[config.mk]
export PLATFORM = sky130hd
export DESIGN_NAME = repeater_bank
export DESIGN_NICKNAME = d
export VERILOG_FILES = /design/src/rtl/repeater_bank_pkg.sv /design/src/rtl/repeater_cell.sv /design/src/rtl/repeater_bank.sv
export SDC_FILE = /design/constraint.sdc
export NUM_CORES = 1
export LEC_CHECK = 0
export BUFFER_PORTS_ARGS = -buffer_cell sky130_fd_sc_hd__buf_2
export CAP_MARGIN = 20
export CORE_ASPECT_RATIO = 0.5
export CORE_MARGIN = 4
export CORE_UTILIZATION = 30
export DETAILED_ROUTE_END_ITERATION = 6
export GPL_ROUTABILITY_DRIVEN = 0
export HOLD_SLACK_MARGIN = 0.08
export MAX_ROUTING_LAYER = met4
export PLACE_DENSITY_LB_ADDON = 0.05
export SLEW_MARGIN = 10
export SYNTH_ARGS = -nofsm -noshare
export SYNTH_HDL_FRONTEND = slang
export SYNTH_HIERARCHICAL = 1
export SYNTH_SLANG_ARGS = --single-unit
[constraint.sdc]
create_clock -name i_clk -period 2.9 [get_ports i_clk]
set_clock_uncertainty 0.15 [all_clocks]
set_input_delay 0.435 -clock i_clk [delete_from_list [all_inputs] [get_ports i_clk]]
set_output_delay 0.435 -clock i_clk [all_outputs]
set_load 0.02 [all_outputs]
[src/rtl/repeater_bank_pkg.sv]
// Shared redstone timing definitions: default delay width, code-to-ticks mapping, tick-enable level.
// Pure definitions, no latency or flow control.
package repeater_bank_pkg;

  localparam int DEFAULT_DELAY_W = 2;

  // Level of the game-tick enable on which redstone state advances.
  localparam logic TICK_ACTIVE = 1'b1;

  function automatic int delay_ticks(input int code);
    return code + 1;
  endfunction

endpackage

[src/rtl/repeater_cell.sv]
// One redstone repeater channel with selectable delay, lock and minimum-pulse extension.
// Latency D = code+1 ticks inclusive of the sampling tick; no backpressure, advances only on ticks.
module repeater_cell
  import repeater_bank_pkg::*;
#(
  parameter int   DELAY_W = DEFAULT_DELAY_W,
  parameter logic INIT    = 1'b0
) (
  input  logic               i_clk,
  input  logic               i_rst,
  input  logic               i_tick,
  input  logic               i_in,
  input  logic               i_lock,
  input  logic [DELAY_W-1:0] i_delay,
  output logic               o_out,
  output logic               o_busy
);

  logic               target;
  logic [DELAY_W-1:0] count;
  int                 d_ticks;

  assign d_ticks = delay_ticks(int'(i_delay));

  always_ff @(posedge i_clk) begin
    if (i_rst) begin
      o_out  <= INIT;
      o_busy <= 1'b0;
      target <= INIT;
      count  <= '0;
    end else if (i_tick == TICK_ACTIVE) begin
      if (i_lock) begin
        o_busy <= 1'b0;
      end else if (o_busy) begin
        // Input is ignored while busy, which stretches short pulses to D ticks.
        if (count == '0) begin
          o_out  <= target;
          o_busy <= 1'b0;
        end else begin
          count <= count - DELAY_W'(1);
        end
      end else if (i_in != o_out) begin
        if (d_ticks == 1) begin
          o_out <= i_in;
        end else begin
          o_busy <= 1'b1;
          target <= i_in;
          count  <= DELAY_W'(d_ticks - 2);
        end
      end
    end
  end

endmodule

[src/rtl/repeater_bank.sv]
// Bank of independent redstone repeaters sharing one clock and one tick enable.
// Latency per channel D = code+1 ticks; no backpressure, outputs registered.
module repeater_bank
  import repeater_bank_pkg::*;
#(
  parameter int                  CHANNELS   = 8,
  parameter int                  DELAY_W    = DEFAULT_DELAY_W,
  parameter logic [CHANNELS-1:0] INIT_STATE = {CHANNELS{1'b0}}
) (
  input  logic                          i_clk,
  input  logic                          i_rst,
  input  logic                          i_tick,
  input  logic [CHANNELS-1:0]           i_in,
  input  logic [CHANNELS-1:0]           i_lock,
  input  logic [CHANNELS*DELAY_W-1:0]   i_delay,
  output logic [CHANNELS-1:0]           o_out,
  output logic [CHANNELS-1:0]           o_busy
);

  for (genvar c = 0; c < CHANNELS; c++) begin : g_cell
    repeater_cell #(
      .DELAY_W (DELAY_W),
      .INIT    (INIT_STATE[c])
    ) u_cell (
      .i_clk   (i_clk),
      .i_rst   (i_rst),
      .i_tick  (i_tick),
      .i_in    (i_in[c]),
      .i_lock  (i_lock[c]),
      .i_delay (i_delay[c*DELAY_W +: DELAY_W]),
      .o_out   (o_out[c]),
      .o_busy  (o_busy[c])
    );
  end

endmodule

==> Word level (Yosys, flattened, before mapping) <==
Index checks and enable logic that the tools add are counted.
{ "classes": {"n_addsub": 24, "n_eq_ne": 40, "muxes": 104, "bitwise_logic": 24, "n_reduce_logical": 48} }
{ "op_table": {"columns": ["op", "count"], "rows": [
  ["AND reduction 5 bit", 24],
  ["two-way mux 1 bit", 72],
  ["two-way mux 2 bit", 32],
  ["!= test 2 bit, second input constant", 16],
  ["nonzero test 2 bit", 16],
  ["adder 2 x 1 -> 3 bit, second input constant", 8],
  ["== test 3 x 1 -> 1 bit, second input constant", 8],
  ["inverter 1 bit", 24],
  ["zero test 2 bit", 8],
  ["!= test 2 x 1 -> 1 bit, second input constant", 8],
  ["subtractor 2 x 1 -> 2 bit, second input constant", 8],
  ["subtractor 2 bit, second input constant", 8],
  ["!= test 1 bit", 8]
]} }
{ "totals": {"regBits": 40, "in_bits": 35, "wordCells": 272} }

==> Logic depth before layout (Yosys ltp) <==
{ "depth": {"ltp_word": 6, "mapped_depth": 6} }

==> Cells and area by module <==
The synthesis kept the hierarchy.
{ "by_module_without_submodules": {"columns": ["module", "n_inst", "cells_per_inst", "area_each_um2", "seq_area_each_um2"], "rows": [
  ["repeater_cell (g_cell[0].u_cell ...)", 7, 36, 317.8, 100.1],
  ["repeater_cell (g_cell[2].u_cell)", 1, 39, 346.6, 100.1]
]} }

==> Worst setup path after synthesis <==
No wires, ideal clock.
{ "synth_path": {"path_type": "in2reg", "start": "in i_delay[4]", "end": "reg g_cell[2].u_cell.o_out", "arrival_time_ps": 1339, "t_required_ps": 2629, "setup_slack_ps": 1290, "path_stages": 5, "path_buffers": 0, "cell_sequence": "inv_1 -> ha_1 -> mux2_2 -> o211ai_1 -> mux2_2"} }
{ "synth_via": {"elab_chain_len": 4} }
{ "synth_lines": {"columns": ["element", "line", "rtl"], "rows": [
  ["start: declaration", "repeater_bank.sv:15", "input logic [CHANNELS*DELAY_W-1:0] i_delay,"],
  ["adder 2 x 1 -> 3 bit", "repeater_bank_pkg.sv:11", "return code + 1;"],
  ["== test 3 x 1 -> 1 bit", "repeater_cell.sv:43", "if (d_ticks == 1) begin"],
  ["nonzero test 2 bit (no line)", null, null],
  ["AND reduction 5 bit (no line)", null, null],
  ["end signal: assignment", "repeater_cell.sv:37", "o_out <= target;"],
  ["end signal: assignment", "repeater_cell.sv:44", "o_out <= i_in;"],
  ["end: declaration", "repeater_cell.sv:15", "output logic o_out,"]
]} }
Every way passes these cells.
A chain may end at the register's enable or synchronous reset.

==> Final worst setup path <==
{ "layout_path": {"start": "reg g_cell[7].u_cell.o_busy", "end": "reg g_cell[7].u_cell.count[0]"} }
{ "layout_via": {"elab_chain_len": 2, "word_cells_on_any_way": 5, "cone_classes": "eq/ne (2); mux (1); reduce/logical (2)"} }
{ "layout_lines": {"columns": ["element", "line", "rtl"], "rows": [
  ["start: declaration", "repeater_cell.sv:16", "output logic o_busy"],
  ["start signal: assignment", "repeater_cell.sv:28", "o_busy <= 1'b0;"],
  ["start signal: assignment", "repeater_cell.sv:33", "o_busy <= 1'b0;"],
  ["start signal: assignment", "repeater_cell.sv:38", "o_busy <= 1'b0;"],
  ["!= test 2 bit (no line), or another cell as far along", null, null],
  ["AND reduction 5 bit (no line)", null, null],
  ["end signal: assignment", "repeater_cell.sv:40", "count <= count - DELAY_W'(1);"],
  ["end signal: assignment", "repeater_cell.sv:48", "count <= DELAY_W'(d_ticks - 2);"],
  ["end: declaration", "repeater_cell.sv:20", "logic [DELAY_W-1:0] count;"]
]} }
Several ways; a longest one is shown, not always the timed one.

==> results.md <==
- Setup-failing EPs final: 0
- DRT met1 WL: 2.65 mm
- Largest net degree at the start of global routing: 29
- Routed Antenna Nets: 0
- CTS tree: yes
- Fin Setup TNS: 0 ns
- Most common cell after layout, fill and taps aside: buf_2
- Commonest cells after routing, fill and taps aside: buf_2 (50), inv_1 (41), dfxtp_1 (40)
- DR iter-0 viols: 41
- Critical path arrival: 1.77 ns
- Synth Area in Simple Gates: 14.0%
- Post-DP HPWL: 4.08 mm
- Compound-gate portion of the synthesized area: 20.4%
- Multi-input gate area: 1530 um^2
- Fmax: 586 MHz
- Total Routing Usage GR: 11.5%
- HP Class: input port to flip-flop
- Top layer used by detailed routing: met4
- Synth Instances: 291
- Max IR drop VDD: 0.000221 V
- Max_cap viols: 0
- Async SR Flop Fraction: 0%
- Vias per inst: 4.68
- Reg clk slew, reported paths: 0.06 ns
- Antenna violations before repair: 0
- TritonCTS Sinks: 40
- RSZ-0062 raised after global routing: no
- Area of the core: 8170 um^2
- Vias in the first global route: 2195
- Post-synthesis mux area share: 14.4%
- WL per Instance: 12.1 um
- Initial Utilization: 31.5%
- Startpoint type of the worst setup path: flip-flop
- Post-synthesis xor/xnor area fraction: 2.73%
- #FFs+latches synth: 40
- Syn nets: 342
- Pwr dens: 453 nW/um^2
- Clock root buffer master: clkbuf_16
- Global-route wire length before repair: 9.40 mm
- Buffers on Ports: 50
- Layout cells sized above 1: 22.0%
- Syn Std Cell Area: 2570 um^2
- Power, Total: 1360 uW
- Die area: 10200 um^2
- Post-CTS Setup Bufs: 0
- IO Count: 51
- Final WS setup: 1.19 ns
- WL final: 5.49 mm
- Die height: 73.5 um
- Cell Rows: 23
- Worst-Margin Slew: 0.600 ns
- Yosys Warn Count: 6
- Layout net count: 392
- PostCTS Resize Cnt: 0
- Combinational family with the most area after synthesis: compound AO/OA/AOI/OAI gates
- Via count: 2118
- # DRC: 0
- Sequential-to-total area share from yosys stat: 31.1%
- WL met3: 220 um
- Status: finished, final reports clean
- H-tree Lvls: 2
- Post-Synth Adder-Cell Area: 7.79%
- Die width: 139 um
- GRT Residual Overflow: 0
- Register Area: 801 um^2
- Syn_area_per_cell: 8.84 um^2
- Fin. Hold Viols: 0
- Setup crit end kind: flip-flop
- Max FO, Critical Path: 10
- Slew margin rel.: 60.0%
- DR WL met2: 2.55 mm
- DR pass1 iterations: 4
- CTS buffer count: 5
- ANT cells: 0
- Synth Flop Type: dfxtp_1
- Layout area overhead: 17.2%
- Final slew viol count: 0
- Number of fill cells in the layout: 846
- Critical path type: flip-flop to flip-flop
- Synth cell types: 28
- CP required: 2.96 ns
- Worst slack at placement: 1.01 ns
- Worst-Skew Late Latency: 0.28 ns
- Maximum clock insertion buffer count: 2
- Leak: 0.00128 uW
- Period minus WS final: 1.71 ns
- Final period util: 58.9%
- Hold_buf cts: 0
- Post-synth EDFFs: 0
- Fin Hold WS: 0.266 ns
==> final cells by class <==
class	instances	share of cell area, %
multi-input cells	202	50.7
flip-flops and latches	40	26.6
repair buffers	51	8.55
inverters	41	5.11
well taps	112	4.65
clock buffers	6	4.28
clock inverters	1	0.166
==> cells by family (layout without fill, tap and decap cells) <==
logic type,Yosys count,after routing
adders and majority gates,16,16
buffers and inverters,49,99
DFF,40,40
AOI/OAI and AO/OA,78,78
and+or+nand+nor,66,66
xor gates and xnor gates,8,8
muxes,34,34
==> state kept, by name (all words and copies together), names as in the netlist <==
register	flops
g_cell.u_cell/count	16
g_cell.u_cell/o_busy	8
g_cell.u_cell/o_out	8
g_cell.u_cell/target	8
==> final timing paths <==
kind | from | to | slack [ns] | cells past startpoint
max | g_cell[7].u_cell/o_busy | g_cell[7].u_cell/count[0] | 1.19 | 4
min reg2reg | g_cell[2].u_cell/count[0] | g_cell[2].u_cell/count[0] | 0.34 | 2
min | i_in[2] | g_cell[2].u_cell/target | 0.27 | 3
max reg2reg | g_cell[7].u_cell/o_busy | g_cell[7].u_cell/count[0] | 1.19 | 4
==> routing by layer <==
layer / GRT usage (%) / up-vias
met4: 3.47 / 0
li1: - / 1105
met5: - / -
met2: 19.6 / 29
met3: 4.10 / 7
met1: 13.1 / 977
==> metrics by stage <==
step / area (um^2) / instances / utilization, %
5_1_grt: 3010 / 453 / 36.9
3_5_place_dp: 2880 / 446 / 35.2
6_report: 3010 / 453 / 36.9
2_1_floorplan: 2570 / 291 / -
4_1_cts: 3010 / 453 / 36.9
3_3_place_gp: 2880 / 446 / 35.2
==> power breakdown <==
group	switching, uW	internal [uW]
combinational	116	109
clock	217	313
sequential	31.5	579
total	364	1000
==> cell usage after synthesis (2+ instances only) <==
cell,count,area share (%)
inv_1,41,6.0
dfxtp_1,40,31
nor2_1,31,4.5
mux2i_1,24,9.3
a21oi_1,23,4.5
o21ai_0,21,4.1
ha_1,16,7.8
buf_6,8,3.5
o211ai_2,8,3.9
or2b_1,8,2.3
xor2_1,8,2.7
a211o_1,7,2.4
a2bb2oi_1,7,2.4
a31oi_1,7,1.7
and2b_1,7,2.0
mux2i_2,7,3.7
nand3b_1,7,2.0
or3_1,7,1.7
nand2_1,3,0.44
mux2_2,2,0.88
o211ai_1,2,0.58
==> worst max-delay path, cell delays in order (launching register included) <==
cell and delay (ns):
dfxtp_1 0.58, mux2i_2 0.32, o211ai_2 0.17, a211o_1 0.30, a21oi_1 0.11
Power figures use the tool's default switching activity.
